### src/rtl/stopwatch_pkg.sv
// stopwatch_pkg
//   Shared definitions for the stopwatch controller:
//   - sw_state_t : sequencer states (IDLE, RUN, PAUSE)
//   - CS_MAX / SEC_MAX / MIN_MAX : BCD roll-over limits of each time field
//   - bcd_time_t / TIME_W : packed mm:ss.cc BCD time value and its width
//   - bcd_inc() : two-digit BCD increment with roll-over flag
package stopwatch_pkg;

   typedef enum logic [1:0] {
      ST_IDLE  = 2'd0,
      ST_RUN   = 2'd1,
      ST_PAUSE = 2'd2
   } sw_state_t;

   localparam logic [7:0] CS_MAX  = 8'h99;
   localparam logic [7:0] SEC_MAX = 8'h59;
   localparam logic [7:0] MIN_MAX = 8'h59;

   typedef struct packed {
      logic [7:0] min;
      logic [7:0] sec;
      logic [7:0] cs;
   } bcd_time_t;

   localparam int TIME_W = $bits(bcd_time_t);

   // Returns {wrap, next}: wrap is set when v sits at max and rolls to 00.
   function automatic logic [8:0] bcd_inc(input logic [7:0] v, input logic [7:0] max);
      logic [8:0] r;
      if (v == max) begin
         r = {1'b1, 8'h00};
      end else if (v[3:0] == 4'd9) begin
         r = {1'b0, v[7:4] + 4'd1, 4'd0};
      end else begin
         r = {1'b0, v[7:4], v[3:0] + 4'd1};
      end
      return r;
   endfunction

endpackage

### src/rtl/sw_btn_pulse.sv
// sw_btn_pulse
//   Brings one asynchronous, already-debounced button into the clk domain
//   and turns each press into a single-cycle pulse.
//   Ports:
//     clk   in  system clock
//     rst   in  synchronous active-high reset
//     btn   in  raw button level (asynchronous)
//     pulse out one clk wide on each rising edge of btn (2 flops of sync,
//               then an edge detect), regardless of how long btn is held
module sw_btn_pulse (
   input  logic clk,
   input  logic rst,
   input  logic btn,
   output logic pulse
);

   logic sync1;
   logic sync2;
   logic prev;

   always_ff @(posedge clk) begin
      if (rst) begin
         sync1 <= 1'b0;
         sync2 <= 1'b0;
         prev  <= 1'b0;
      end else begin
         sync1 <= btn;
         sync2 <= sync1;
         prev  <= sync2;
      end
   end

   assign pulse = sync2 & ~prev;

endmodule

### src/rtl/stopwatch_ctrl.sv
// stopwatch_ctrl
//   Run/pause/clear/lap sequencer for the stopwatch core. Buttons become
//   single pulses, a three-state FSM gates a prescaler and a BCD mm:ss.cc
//   counter, and a lap register can freeze the display while counting goes on.
//   Parameters:
//     CLK_HZ, TICK_HZ : clock and count rate; DIV = CLK_HZ/TICK_HZ (>= 2)
//   Ports:
//     clk, rst                      clock, synchronous active-high reset
//     start, clear, lap             raw asynchronous buttons, active-high
//     disp_min, disp_sec, disp_cs   registered BCD display value
//     running                       1 while in RUN
//     lap_active                    1 while the display shows the lap value
//     ovf                           sticky, set when 59:59.99 rolls to 00:00.00
//   Handshake: none; button pulses are fire-and-forget one-cycle strobes.
module stopwatch_ctrl
   import stopwatch_pkg::*;
#(
   parameter int CLK_HZ  = 50_000_000,
   parameter int TICK_HZ = 100
) (
   input  logic       clk,
   input  logic       rst,
   input  logic       start,
   input  logic       clear,
   input  logic       lap,
   output logic [7:0] disp_min,
   output logic [7:0] disp_sec,
   output logic [7:0] disp_cs,
   output logic       running,
   output logic       lap_active,
   output logic       ovf
);

   localparam int DIV = CLK_HZ / TICK_HZ;
   localparam int PW  = (DIV > 1) ? $clog2(DIV) : 1;
   localparam logic [PW-1:0] PRESC_LAST = PW'(DIV - 1);

   logic start_p, clear_p, lap_p;

   sw_btn_pulse u_start (.clk(clk), .rst(rst), .btn(start), .pulse(start_p));
   sw_btn_pulse u_clear (.clk(clk), .rst(rst), .btn(clear), .pulse(clear_p));
   sw_btn_pulse u_lap   (.clk(clk), .rst(rst), .btn(lap),   .pulse(lap_p));

   sw_state_t       state_q, state_d;
   logic [PW-1:0]   presc_q;
   logic [TIME_W-1:0] cnt_q;
   bcd_time_t       cnt_t;
   bcd_time_t       cnt_inc;
   bcd_time_t       lap_q;
   bcd_time_t       disp_q;
   logic            lap_active_q;
   logic            ovf_q;
   logic            running_q;
   logic            zero_all;
   logic            lap_toggle;
   logic            tick;
   logic            cs_wrap, sec_wrap, min_wrap;
   logic [7:0]      cs_n, sec_n, min_n;

   assign cnt_t = bcd_time_t'(cnt_q);

   // FSM state register
   always_ff @(posedge clk) begin
      if (rst) begin
         state_q <= ST_IDLE;
      end else begin
         state_q <= state_d;
      end
   end

   // FSM next state and control strobes
   always_comb begin
      state_d    = state_q;
      lap_toggle = 1'b0;
      unique case (state_q)
         ST_IDLE: begin
            if (start_p) state_d = ST_RUN;
         end
         ST_RUN: begin
            // clear is deliberately ignored while running
            if (start_p) state_d = ST_PAUSE;
            lap_toggle = lap_p;
         end
         ST_PAUSE: begin
            // clear wins over start so a clear+start lands in IDLE
            if (clear_p)      state_d = ST_IDLE;
            else if (start_p) state_d = ST_RUN;
         end
         default: state_d = ST_IDLE;
      endcase
   end

   // Every cycle spent in (or entering) IDLE holds the datapath at zero.
   assign zero_all = (state_d == ST_IDLE);
   assign tick     = (state_q == ST_RUN) && (presc_q == PRESC_LAST);

   // BCD cascade: each field only advances when the one below rolls over.
   assign {cs_wrap,  cs_n}  = bcd_inc(cnt_t.cs,  CS_MAX);
   assign {sec_wrap, sec_n} = bcd_inc(cnt_t.sec, SEC_MAX);
   assign {min_wrap, min_n} = bcd_inc(cnt_t.min, MIN_MAX);

   always_comb begin
      cnt_inc    = cnt_t;
      cnt_inc.cs = cs_n;
      if (cs_wrap) begin
         cnt_inc.sec = sec_n;
         if (sec_wrap) cnt_inc.min = min_n;
      end
   end

   // Datapath: prescaler, time counter, lap register, flags, display
   always_ff @(posedge clk) begin
      if (rst) begin
         presc_q      <= '0;
         cnt_q        <= '0;
         lap_q        <= '0;
         lap_active_q <= 1'b0;
         ovf_q        <= 1'b0;
         running_q    <= 1'b0;
         disp_q       <= '0;
      end else begin
         running_q <= (state_d == ST_RUN);
         disp_q    <= lap_active_q ? lap_q : cnt_t;
         if (zero_all) begin
            presc_q      <= '0;
            cnt_q        <= '0;
            lap_q        <= '0;
            lap_active_q <= 1'b0;
            ovf_q        <= 1'b0;
         end else begin
            // Prescaler is only held (not zeroed) in PAUSE so a resume
            // keeps the partial centisecond already counted.
            if (state_q == ST_RUN) begin
               presc_q <= tick ? '0 : presc_q + PW'(1);
            end
            if (tick) begin
               cnt_q <= cnt_inc;
               if (cs_wrap && sec_wrap && min_wrap) ovf_q <= 1'b1;
            end
            if (lap_toggle) begin
               if (!lap_active_q) begin
                  lap_q        <= cnt_t;
                  lap_active_q <= 1'b1;
               end else begin
                  lap_active_q <= 1'b0;
               end
            end
         end
      end
   end

   assign disp_min   = disp_q.min;
   assign disp_sec   = disp_q.sec;
   assign disp_cs    = disp_q.cs;
   assign running    = running_q;
   assign lap_active = lap_active_q;
   assign ovf        = ovf_q;

endmodule
### config.mk
export PLATFORM = sky130hd
export DESIGN_NAME = stopwatch_ctrl
export DESIGN_NICKNAME = d
export VERILOG_FILES = /design/src/rtl/stopwatch_pkg.sv /design/src/rtl/sw_btn_pulse.sv /design/src/rtl/stopwatch_ctrl.sv
export SDC_FILE = /design/constraint.sdc
export NUM_CORES = 1
export LEC_CHECK = 0
export ABC_CLOCK_PERIOD_IN_PS = 2300
export BUFFER_PORTS_ARGS = -buffer_cell sky130_fd_sc_hd__buf_4
export CORE_ASPECT_RATIO = 2
export CORE_MARGIN = 1
export CORE_UTILIZATION = 30
export DETAILED_ROUTE_END_ITERATION = 6
export SYNTH_ARGS = -nofsm -noshare
export SYNTH_HDL_FRONTEND = slang
export SYNTH_SLANG_ARGS = --single-unit
### constraint.sdc
create_clock -name clk -period 2.3 [get_ports clk]
set_clock_uncertainty 0.2 [all_clocks]
set_input_delay 0.23 -clock clk [delete_from_list [all_inputs] [get_ports clk]]
set_output_delay 0.23 -clock clk [all_outputs]
set_load 0.005 [all_outputs]
# --- After elaboration in Yosys (flattened, before gate mapping) ---
# Cells that the tools add are included.
classes:
  n_eq_ne: 10
  mux: 14
  addsub: 7
  bitwise_logic: 6
  n_reduce_logical: 15
ops:
  columns: ["operator", "n"]
  rows:
  - ["$mux W9", 3]
  - ["$add A4 B1 Y4 const B", 6]
  - ["$mux W24", 1]
  - ["$mux W8", 3]
  - ["$add A19 B1 Y19 const B", 1]
  - ["$eq A19 B19 Y1 const B", 1]
  - ["$mux W19", 1]
  - ["$eq A8 B7 Y1 const B", 2]
  - ["$eq A4 B4 Y1 const B", 3]
  - ["$eq A8 B8 Y1 const B", 1]
  - ["$mux W2", 3]
  - ["$pmux W2 S3", 1]
  - ["$reduce_and A2 Y1", 3]
  - ["$reduce_and A3 Y1", 2]
  - ["$reduce_bool A2 Y1", 3]
  - ["$eq A2 B1 Y1 const B", 2]
  - ["$logic_not A2 Y1", 2]
  - ["$reduce_and A4 Y1", 1]
  - ["$and A1 B1 Y1", 3]
  - ["$logic_and A1 B1 Y1", 3]
  - ["$not A1 Y1", 3]
  - ["$eq A2 B2 Y1 const B", 1]
  - ["$mux W1", 2]
  - ["$reduce_or A2 Y1", 1]
totals:
  reg_bits: 105
  inputBits: 5
  word_cells: 78
  output_inout_bits: 27

# --- Depth between registers and ports, before layout ---
# Gate-level depths: netlist of run 1.
logic_depth:
  ltp_word: 7
  depth_mapped: 7
  ltp_nobuf: 6

# --- Hierarchy ---
# From an unflattened synthesis of run 1, not the netlist that was laid out.
unflattened:
  hier_cells: 520
  hier_area_um2: 4601.9
modules_own_cells:
  columns: ["mod", "n_inst", "cells_each", "area_per_inst_um2"]
  rows:
  - ["stopwatch_ctrl", 1, 499, 4339.2]
  - ["sw_btn_pulse", 3, 7, 87.6]

# --- Least setup slack after synthesis of run 1 ---
# OpenSTA, ideal clock, no wires.
synth_timing:
  kind: "reg2reg"
  from: "register presc_q[5]"
  to: "register cnt_q[8]"
  stages_incl_launch_ff: 7
  n_path_buf: 2
  slack_ns: 0.160
  arrival_time_ns: 1.808
  synth_period_minus_slack_ns: 2.140
  cell_sequence: "dfxtp_1 buf_6 or4b_4 or3_1 buf_6 o41ai_2 a21oi_1"
synth_via:
  elab_chain_len: 3
synth_lines:
  columns: ["item", "line_no", "source"]
  rows:
  - ["start: declaration", "stopwatch_ctrl.sv:45", "logic [PW-1:0] presc_q;"]
  - ["start signal: assignment", "stopwatch_ctrl.sv:134", "presc_q <= tick ? '0 : presc_q + PW'(1);"]
  - ["$eq A19 B19 Y1", "stopwatch_ctrl.sv:95", "assign tick = (state_q == ST_RUN) && (presc_q == PRESC_LAST);"]
  - ["$logic_and A1 B1 Y1", "stopwatch_ctrl.sv:95", null]
  - ["$reduce_and A2 Y1 (no line)", null, null]
  - ["end signal: assignment", "stopwatch_ctrl.sv:137", "cnt_q <= cnt_inc;"]
  - ["end: declaration", "stopwatch_ctrl.sv:46", "logic [TIME_W-1:0] cnt_q;"]
# Every way passes these cells.
# A chain may end at the register's enable or synchronous reset.

# --- Final worst setup path of run 1 ---
layout_timing:
  from: "register presc_q[6]"
  to: "register presc_q[13]"
layout_via:
  elab_chain_len: 3
layout_lines:
  columns: ["item", "line_no"]
  rows:
  - ["branches (longest 2 deep; another with $add A19 B1 Y19)", null]
  - ["$mux W19 (*)", "stopwatch_ctrl.sv:134"]
# Mark *: on every way between the ends.

==> metrics.txt, run 1 <==
hold depth 4; Hold Path Class in2reg; GRT Resource Usage Total 0.152; Critical Path End Type flop; 1st-iter DRT viols 254; Worst Tran Pin Value approximately 0.52 ns; number of I/O port buffers 31; Synth async-reset ratio 0; startpoint class of the critical path flop; post-synthesis register bit count 105; Final nets approximately 600; final number of setup-violating endpoints 0; worst path cell trace or4b_4, or3_1, buf_4, nor2_8, a211oi_1; H-Tree Depth 3; Area after DPL between 5000 and 6000 µm²; Synth Cell Area 4750 µm²; I/O Pins 32; CTS root buffer clkbuf_16; PwrDens 651 nW/µm²; Critical Path Stages 5; EDFF count, synth 0; crit path kind reg2reg; ant diodes 0; final hold violation count 0; cell count after synthesis 533; total CTS buffers 9; delay-heaviest family, CP simple AND/OR/NAND/NOR gates; Starting Density 0.309; finished layout cell area 5760 µm²; largest net degree at the start of global routing 50; crit-path max cell delay 0.57 ns; Adder-Cell Fraction of Synth Area 0.0343; final std cells w/o fill 783; largest family of logic cells by synthesized area simple AND/OR/NAND/NOR gates; Setup WS pre-CTS roughly 0.12 ns; mean post-synth cell area 8.91 µm²; TNS Setup 0 ns; Worst VDD drop between 300 and 400 µV; final weighted congestion in routability-driven placement 0.835; clk buf depth 2; PnR worst setup slack 0.0963 ns; share of layout cells above drive strength 1 0.159; Arrival @ worst endpoint about 2.2 ns; Final period util 0.958; insertion delay to the later sink of the worst-skew pair 0.35 ns; number of routed nets with antenna violations 0; post-synthesis simple-gate area fraction 0.268; top_reg_cell synth dfxtp_1; Layout area overhead 21.3%; CTS tree done; initial antenna violation count 0; drt pass-1 iters 4; area of the core between 15,000 and 20,000 µm²; drt total wl ~12,000 µm; # DRC 0; clk sinks 105; register area share after synthesis 0.443; CP Buf/Inv Count 1; RSZ-0062 raised after global routing no; Max-Cap Viols 0; routed vias/inst 5.11; vias in the first global route 3,993; drt wl/cell 14.9 µm; Cells after DPL 759; Worst slew margin 0.651; first-pass GRT wire length slightly below 20,000 µm; Syn Nets 551; post-synthesis xor/xnor area fraction 0.0166; mux contribution to synthesized area 0.0611; total power draw 3750 µW; fin crit period 2.20 ns; post-synthesis compound-gate area fraction 0.138; die span in y 180 µm; FF-to-FF path depth 5; Chip Width 91.0 µm; WP data required 2.32 ns; Leak roughly 0.0020 µW; hpwl dp 8570 µm; fin. max-slew vios 0; highest clock rate roughly 0.45 GHz; slowest library cell on the worst path or4b_4; Worst Path Max Fanout 17; num rows 64; gr ovfl total 0; run status complete, no violations; distinct cell type count after synthesis 52; Syn. warnings 0; Reg clk slew, reported paths about 0.070 ns; Die ar. approximately 16,000 µm²; Vias 4,004
placed cells by master, fill, tap and decap left out, types with 5 or more instances in the layout:
cell / synthesis / layout
or4_1: 5 / 5
xnor2_1: 5 / 5
nor2_1: 46 / 46
o211ai_1: 10 / 10
a211oi_1: 14 / 14
o31ai_1: 9 / 8
nor3_1: 15 / 14
ha_1: 13 / 13
nor2b_1: 10 / 10
and2_1: 5 / 5
nand4_1: 16 / 16
clkbuf_16: 0 / 9
or3_1: 10 / 10
a21oi_1: 44 / 44
and3_1: 6 / 6
mux2i_1: 29 / 29
nand3_1: 19 / 19
inv_1: 13 / 13
o21ai_0: 12 / 12
buf_4: 1 / 63
nand2_1: 58 / 58
dfxtp_1: 105 / 105
and3b_1: 7 / 7
worst reg2reg max path, delay by kind of cell, from the launching register on:
family,cells,cell delay [ns]
buffers and inverters,1,0.19
and+or+nand+nor,3,1.22
AOI/OAI and AO/OA,1,0.09
DFF,1,0.38
cell usage after synthesis (2+ instances only):
cell type	instances	share of area
xor2_1	4	0.0074
a31oi_1	2	0.0026
nand4_1	16	0.021
buf_1	3	0.0024
or3_1	10	0.013
nand3_1	19	0.020
nor4_1	2	0.0026
inv_1	13	0.010
a211oi_1	14	0.022
dfxtp_1	105	0.44
o2111ai_1	2	0.0037
nor3b_1	2	0.0032
nand4b_1	4	0.0074
nor2_1	46	0.036
a21oi_1	44	0.046
nand2b_1	4	0.0053
and3_1	6	0.0079
o41ai_1	3	0.0055
xnor2_1	5	0.0092
and4_1	2	0.0037
a21o_1	2	0.0032
nand3b_1	4	0.0063
nor3_1	15	0.016
o21ai_0	12	0.013
or4_1	5	0.0079
mux2i_1	29	0.061
and2_1	5	0.0066
and4b_1	3	0.0063
o211ai_1	10	0.016
clkbuf_1	21	0.017
ha_1	13	0.034
buf_6	2	0.0047
o21a_1	2	0.0032
o31ai_1	9	0.014
nand2_1	58	0.046
nor2b_1	10	0.013
nor4_4	3	0.013
buf_2	4	0.0042
and3b_1	7	0.013
metal layers:
layer / share of wire / vias up / GRT usage / wire length (µm)
li1: - / 2000 / - / -
met1: 0.35 / 1933 / 0.139 / 4120
met2: 0.59 / 49 / 0.298 / 6850
met3: 0.019 / 22 / 0.0233 / 217
met4: 0.044 / 0 / 0.101 / 510
met5: 0 / - / 0 / 0
logic make-up (layout without fill, tap and decap cells):
logic type | count (synthesis) | count (layout)
buffers and inverters | 44 | 96
DFF | 105 | 105
xor gates and xnor gates | 9 | 9
adders and majority gates | 13 | 13
muxes | 29 | 29
AOI/OAI and AO/OA | 104 | 104
and+or+nand+nor | 229 | 229
worst paths after layout:
path	start	end	slack (ns)
worst min-delay path	rst	lap_q[18]	0.15
worst max register to register	presc_q[6]	presc_q[13]	0.1
worst min register to register	lap_q[20]	lap_q[20]	0.25
worst max-delay path	presc_q[6]	presc_q[13]	0.1
stage by stage:
stage | hold WS [ns] | util
after floorplan | 0.158 | -
after global placement | 0.222 | 0.346
after detailed placement | 0.236 | 0.346
after CTS | 0.140 | 0.372
after global routing | 0.163 | 0.375
final | 0.149 | 0.375
sequential cells by signal (all words and copies together), names as in the netlist, 2 cells and up:
register and count:
presc_q 19, lap_q 24, disp_min 8, cnt_q 24, state_q 2, disp_sec 8, disp_cs 8
area by class of cell:
class                      count  area [µm²]
tap                          198         248
timing repair buffer          67         523
clock buffer                  10         229
sequential                   105        2100
multi-input combinational    384        2480
fill                        1576        9620
inverter                      13        48.8
clock inverter                 6         130
what timing repair did:
item	in CTS	in global routing
setup endpoints to repair	0	4
hold buffers	3	0
gates resized for setup	0	1
endpoints found under the hold margin	3	0
setup buffers	0	5
where the power goes:
part,switching (µW),leakage [µW],internal (µW)
Clock,665,0.000176,1170
Combinational,56.0,0.000972,28.0
Sequential,4.92,0.000847,1830
Power figures use the tool's default switching activity.
==> inputs of run 2 (changes only) <==
--- a/config.mk
+++ b/config.mk
@@ -9,8 +9,9 @@
 export BUFFER_PORTS_ARGS = -buffer_cell sky130_fd_sc_hd__buf_4
 export CORE_ASPECT_RATIO = 2
 export CORE_MARGIN = 1
-export CORE_UTILIZATION = 30
+export CORE_UTILIZATION = 55
 export DETAILED_ROUTE_END_ITERATION = 6
+export PLACE_DENSITY = 0.74
 export SYNTH_ARGS = -nofsm -noshare
 export SYNTH_HDL_FRONTEND = slang
 export SYNTH_SLANG_ARGS = --single-unit
==> run 2 against run 1 <==
  * Critical path depth is the same
  * Global-route usage grew 11 points
  * Clock-buffer cell count is the same
  * Largest cell class unchanged
  * Combinational power shrank 2%
  * Cell count shrank 13%
  * Sequential cell count is the same
  * Worst setup slack lost 0.018 ns
  * Highest routed layer unchanged
  * Wire length shrank 5.9%
  * Critical path type unchanged
  * Power shrank 11%
  * Cell area shrank 3.4%
  * Clock power shrank 22%
  * First-iteration DRC count shrank 1.6%
==> metrics.txt, run 2 (synthesized netlist as in run 1, its figures left out) <==
I/O Pins 32; first-pass GRT wire length 18,000 µm; final number of setup-violating endpoints 0; Die ar. 9030 µm²; number of I/O port buffers 31; Worst VDD drop approximately 400 µV; ant diodes 0; Worst Path Max Fanout 5; CTS root buffer clkbuf_16; startpoint class of the critical path flop; hold endpoint cnt_q[20]; Filler cells 692; H-Tree Depth 3; largest registers cnt_q: 24 flops, lap_q: 24 flops, presc_q: 19 flops; RSZ-0062 raised after global routing no; hold path start rst; share of layout cells above drive strength 1 0.162; gr ovfl total 0; P_sw 726 µW; crit path kind reg2reg; slowest library cell on the worst path or4_2; Int Pwr 2620 µW; Clk pwr share 0.428; hold depth 4; GRT Resource Usage Total 0.262; combinational power share 0.025; CTS tree done; Chip Width between 60 and 70 µm; met1 wire length 4110 µm; num rows 47; reg2reg setup slack 0.08 ns; Leak 0.00194 µW; Max-Cap Viols 0; highest clock rate between 0.4 and 0.5 GHz; Sequential Power Share 0.547; final hold violation count 0; fin. max-slew vios 0; insertion delay to the later sink of the worst-skew pair 0.34 ns; Worst slew margin 0.683; worst path cell trace buf_4, or4_2, nor4_4, nand4_1, a21oi_1; Worst Tran Pin Value 0.474 ns; DR WL met3 just under 300 µm; area of the core 8290 µm²; final weighted congestion in routability-driven placement 0.888; Final period util 0.966; largest net degree at the start of global routing 57; # DRC 0; clk buf depth 2; commonest non-fill, non-tap cell in the layout dfxtp_1; Arrival @ worst endpoint between 2 and 2.5 ns; TNS Setup 0 ns; clk sinks around 110; WP data required 2.36 ns; Starting Density 0.573; initial antenna violation count 0; 1st-iter DRT viols 250; FF-to-FF path depth 5; fin crit period ~2.2 ns; Layout area overhead 17.1%; crit-path max cell delay 0.72 ns; routed vias/inst 6.03; most frequent cells in the layout 104 x dfxtp_1, 58 x nand2_1, 58 x buf_4, 46 x nor2_1, 44 x a21oi_1; drt total wl 11,000 µm; Critical Path End Type flop; Switching Fraction 0.217; r2r startpoint presc_q[5]; drt wl/cell 16.2 µm; Final nets 594; drt pass-1 iters 4; hpwl dp 7810 µm; Hold Path Class in2reg; Vias 4,088; vias in the first global route between 3,000 and 4,000; run status complete, no violations; PwrDens roughly 600 nW/µm²; number of routed nets with antenna violations 0; met2 WL 6240 µm; Reg clk slew, reported paths around 0.070 ns; total CTS buffers 9; die span in y around 130 µm; total power draw approximately 3300 µW; RR Endpoint cnt_q[17]; DR top layer met4
run 2: cell types whose count changed in the layout (fill, tap and decap cells not counted), moves of 2 or more:
cell,before,now
clkinv_4,0,2
clkinv_2,2,0
bufinv_16,4,0
buf_4,63,58
clkinvlp_4,0,2
run 2: worst max path at each step:
| stage | start | endpoint | slack, ns | depth (start not counted) |
|---|---|---|---|---|
| 6_report | presc_q[5] | cnt_q[17] | 0.08 | 5 |
| 5_1_grt | presc_q[1] | presc_q[18] | 0.006 | 5 |
| 4_1_cts | presc_q[6] | cnt_q[3] | 0.03 | 4 |
| 3_5_place_dp | presc_q[6] | cnt_q[3] | 0.04 | 4 |
| 3_3_place_gp | presc_q[6] | cnt_q[8] | 0.11 | 4 |
| 2_1_floorplan | presc_q[5] | cnt_q[8] | 0.16 | 6 |
run 2: critical path: cells and delay by family (launching register included):
kind            cells  cell delay, ns
simple gates        3            1.25
flops               1            0.34
compound gates      1            0.19
buf+inv             1            0.16
run 2: final cells by class:
| class | instances | area (µm²) | share of cell area |
|---|---|---|---|
| Multi-Input combinational cell | 384 | 2500 | 0.450 |
| Sequential cell | 105 | 2100 | 0.378 |
| Timing Repair Buffer | 63 | 505 | 0.0909 |
| Clock buffer | 10 | 239 | 0.0430 |
| Tap cell | 98 | 123 | 0.0221 |
| Inverter | 13 | 48.8 | 0.00878 |
| Clock inverter | 5 | 41.3 | 0.00743 |
run 2: per-layer routing:
metal,global-route usage,up-vias
met1,0.268,1970
met5,0,-
met4,0.126,0
met3,0.0479,31
li1,-,2008
met2,0.481,79
run 2: power groups by stage:
stage / logic [µW] / registers, µW / clock network [µW]
final: 82.7 / 1830 / 1430
after global routing: 89.7 / 1830 / 1530
after CTS: 83.5 / 1830 / 1460
after detailed placement: 79.2 / 1870 / 0
after global placement: 77.0 / 1870 / 0
after floorplan: 50.6 / 1870 / 0
run 2: per-stage QoR:
stage          std cells  setup slack [ns]   util  hold WS (ns)  area (µm²)
3_5_place_dp         659            0.0450  0.629         0.233        5210
4_1_cts              677            0.0280  0.666         0.206        5520
2_1_floorplan        533             0.160      -         0.158        4750
6_report             678            0.0782  0.671         0.205        5560
5_1_grt              678           0.00572  0.671         0.221        5560
3_3_place_gp         659             0.115  0.629         0.215        5210
run 2: repair_timing:
item	4_1_cts	5_1_grt
hold endpoints to repair	3	0
hold buffers	3	0
setup buffers	0	1
setup endpoints to repair	0	7
resized for setup	0	6
==> inputs of run 3 (changes only) <==
--- a/config.mk
+++ b/config.mk
@@ -14,4 +14,5 @@
 export PLACE_DENSITY = 0.74
 export SYNTH_ARGS = -nofsm -noshare
 export SYNTH_HDL_FRONTEND = slang
+export SYNTH_HIERARCHICAL = 1
 export SYNTH_SLANG_ARGS = --single-unit
==> run 3 against run 2 <==
  * Non-clock buffer count is 6 lower
  * Sequential cell count stayed put
  * Combinational power is 8.5% lower
  * Die area is 3.0% lower
  * Critical path depth stayed put
  * Worst setup slack better by 0.039 ns
  * First-iteration DRC count is 12% higher
  * Largest power group unchanged
  * Highest routed layer unchanged
==> metrics.txt, run 3 <==
run status complete, no violations; share of layout cells above drive strength 1 0.145; Syn. warnings 6; 1st-iter DRT viols 280; gr ovfl total 0; num rows 46; DR WL met3 220 µm; Post-synth top cells 105 x dfxtp_1, 62 x nand2_1, 57 x a21oi_1, 49 x nor2_1, 28 x mux2i_1; CTS tree done; hold slack 0.0777 ns; Reg clk slew, reported paths 0.07 ns; P_sw 723 µW; Arrival @ worst endpoint 2.25 ns; mean post-synth cell area 8.85 µm²; Final period util 0.949; EDFF count, synth 0; Switching Fraction 0.205; drt wl/cell between 15 and 20 µm; drt total wl 10,400 µm; Synth top area share 0.457; WP data required 2.37 ns; Sequential Power Share 0.520; routed vias/inst 5.90; Syn Nets 538; Clk pwr share 0.459; final weighted congestion in routability-driven placement 0.913; ant diodes 0; Layout area overhead 16.8%; DR top layer met4; total CTS buffers 9; final hold violation count 0; die span in y about 130 µm; Max-Cap Viols 0; area leader, netlist dfxtp_1; Synth async-reset ratio 0; RSZ-0062 raised after global routing no; Synth Cell Area 4600 µm²; Final nets just under 600; final number of setup-violating endpoints 0; I/O Pins 32; vias in the first global route 3,914; fin util 0.672; commonest non-fill, non-tap cell in the layout dfxtp_1; PnR worst setup slack 0.117 ns; distinct cell type count after synthesis 50; startpoint class of the critical path flop; cell count after synthesis 520; CTS root buffer clkbuf_16; drt pass-1 iters 4; first-pass GRT wire length 17,900 µm; Worst Tran Pin Value ~0.47 ns; Worst Path Max Fanout 24; Starting Density 0.575; insertion delay to the later sink of the worst-skew pair 0.35 ns; TNS Setup 0 ns; Setup WS pre-CTS 0.0183 ns; mux contribution to synthesized area 0.0609; # DRC 0; number of routed nets with antenna violations 0; Filler cells 645; largest family of logic cells by synthesized area simple AND/OR/NAND/NOR gates; largest registers cnt_q: 24 flops, lap_q: 24 flops, presc_q: 19 flops; largest net degree at the start of global routing 39; Worst VDD drop 476 µV; post-synthesis xor/xnor area fraction 0.0171; hpwl dp 7450 µm; area of the core 8000 µm²; register area share after synthesis 0.457; clk sinks 105; H-Tree Depth 3; Int Pwr 2800 µW; post-synthesis simple-gate area fraction 0.278; highest clock rate approximately 0.46 GHz; post-synthesis compound-gate area fraction 0.117; count leader, synth dfxtp_1; crit path kind reg2reg; PwrDens 655 nW/µm²; Adder-Cell Fraction of Synth Area 0.0353; fin. max-slew vios 0; met2 WL a little under 6000 µm; Leak about 0.0019 µW; number of I/O port buffers 31; clk buf depth 2; GRT Resource Usage Total 0.263; Hold Path Class in2reg; Die ar. 8760 µm²; reg2reg setup slack 0.12 ns; Chip Width 66.7 µm; top_reg_cell synth dfxtp_1; post-synthesis register bit count 105; combinational power share 0.022; met1 wire length 3890 µm; Synth area leaders dfxtp_1 46%, a21oi_1 6.2%, mux2i_1 6.1%; fin crit period 2.18 ns; Worst slew margin 0.686; Vias a little under 4,000; Critical Path End Type flop; most frequent cells in the layout 105 x dfxtp_1, 62 x nand2_1, 57 x a21oi_1, 54 x buf_4, 49 x nor2_1; initial antenna violation count 0
## run 3: changes by cell type in the layout (fill, tap and decap cells not counted), sizes merged, moves of 4 or more
| cell | previous run | this run |
|---|---|---|
| nand2 | 58 | 62 |
| a211oi | 14 | 1 |
| nand4b | 4 | 0 |
| nor3 | 15 | 4 |
| buf | 60 | 54 |
| o211ai | 10 | 1 |
| a21oi | 44 | 58 |
| nand3 | 19 | 12 |
| nand4 | 16 | 25 |
| nor2b | 10 | 16 |
## run 3: layout make-up
cell class	instances	area, µm²	share of cell area
Timing Repair Buffer	57	435	0.0810
Clock buffer	12	267	0.0496
Multi-Input combinational cell	376	2350	0.438
Sequential cell	105	2100	0.391
Clock inverter	4	57.6	0.0107
Tap cell	96	120	0.0223
Inverter	11	41.3	0.00768
## run 3: path summary, 6_finish.rpt
path               startpoint  depth (start not counted)          end
setup / recovery   presc_q[0]                          5     cnt_q[5]
hold / removal            rst                          2  disp_min[7]
hold reg to reg   u_lap/sync1                          1  u_lap/sync2
setup reg to reg   presc_q[0]                          5     cnt_q[5]
## run 3: kinds of logic (layout without fill, tap and decap cells)
kind of cell | Yosys count | in the layout
and+or+nand+nor | 231 | 231
adders and majority gates | 13 | 13
xor gates and xnor gates | 9 | 9
muxes | 28 | 28
buffers and inverters | 39 | 84
DFF | 105 | 105
AOI/OAI and AO/OA | 95 | 95
## run 3: routing by layer
layer	vias to the layer above	track usage
met2	80	0.474
met5	-	0
met1	1860	0.265
li1	1928	-
met4	0	0.157
met3	31	0.0434
## run 3: power groups by stage
| stage | Sequential [µW] | Clock, µW | Combinational [µW] |
|---|---|---|---|
| 2_1_floorplan | 1870 | 0 | 44.4 |
| 3_3_place_gp | 1870 | 0 | 70.0 |
| 3_5_place_dp | 1870 | 0 | 71.1 |
| 4_1_cts | 1830 | 1640 | 75.4 |
| 5_1_grt | 1830 | 1720 | 83.0 |
| 6_report | 1830 | 1610 | 75.7 |
## run 3: critical path: stages (launching register included)
cell     delay, ns
dfxtp_1       0.37
ha_1          0.18
and3b_1       0.26
nand4_4       0.32
or4_1         0.60
a21oi_1       0.17
## run 3: stage by stage
| stage | area, µm² | total power [µW] | cells |
|---|---|---|---|
| final | 5380 | 3520 | 661 |
| after global placement | 4990 | 1940 | 639 |
| after detailed placement | 4990 | 1940 | 639 |
| after global routing | 5380 | 3640 | 661 |
| after CTS | 5350 | 3540 | 659 |
| after floorplan | 4600 | 1910 | 520 |
## run 3: repair_timing
action,4_1_cts,5_1_grt
pin swaps,1,0
endpoints found under the hold margin,3,0
cloned,0,0
setup endpoints to repair,3,7
setup buffers,1,2
gates resized for setup,0,2
hold buffers,3,0
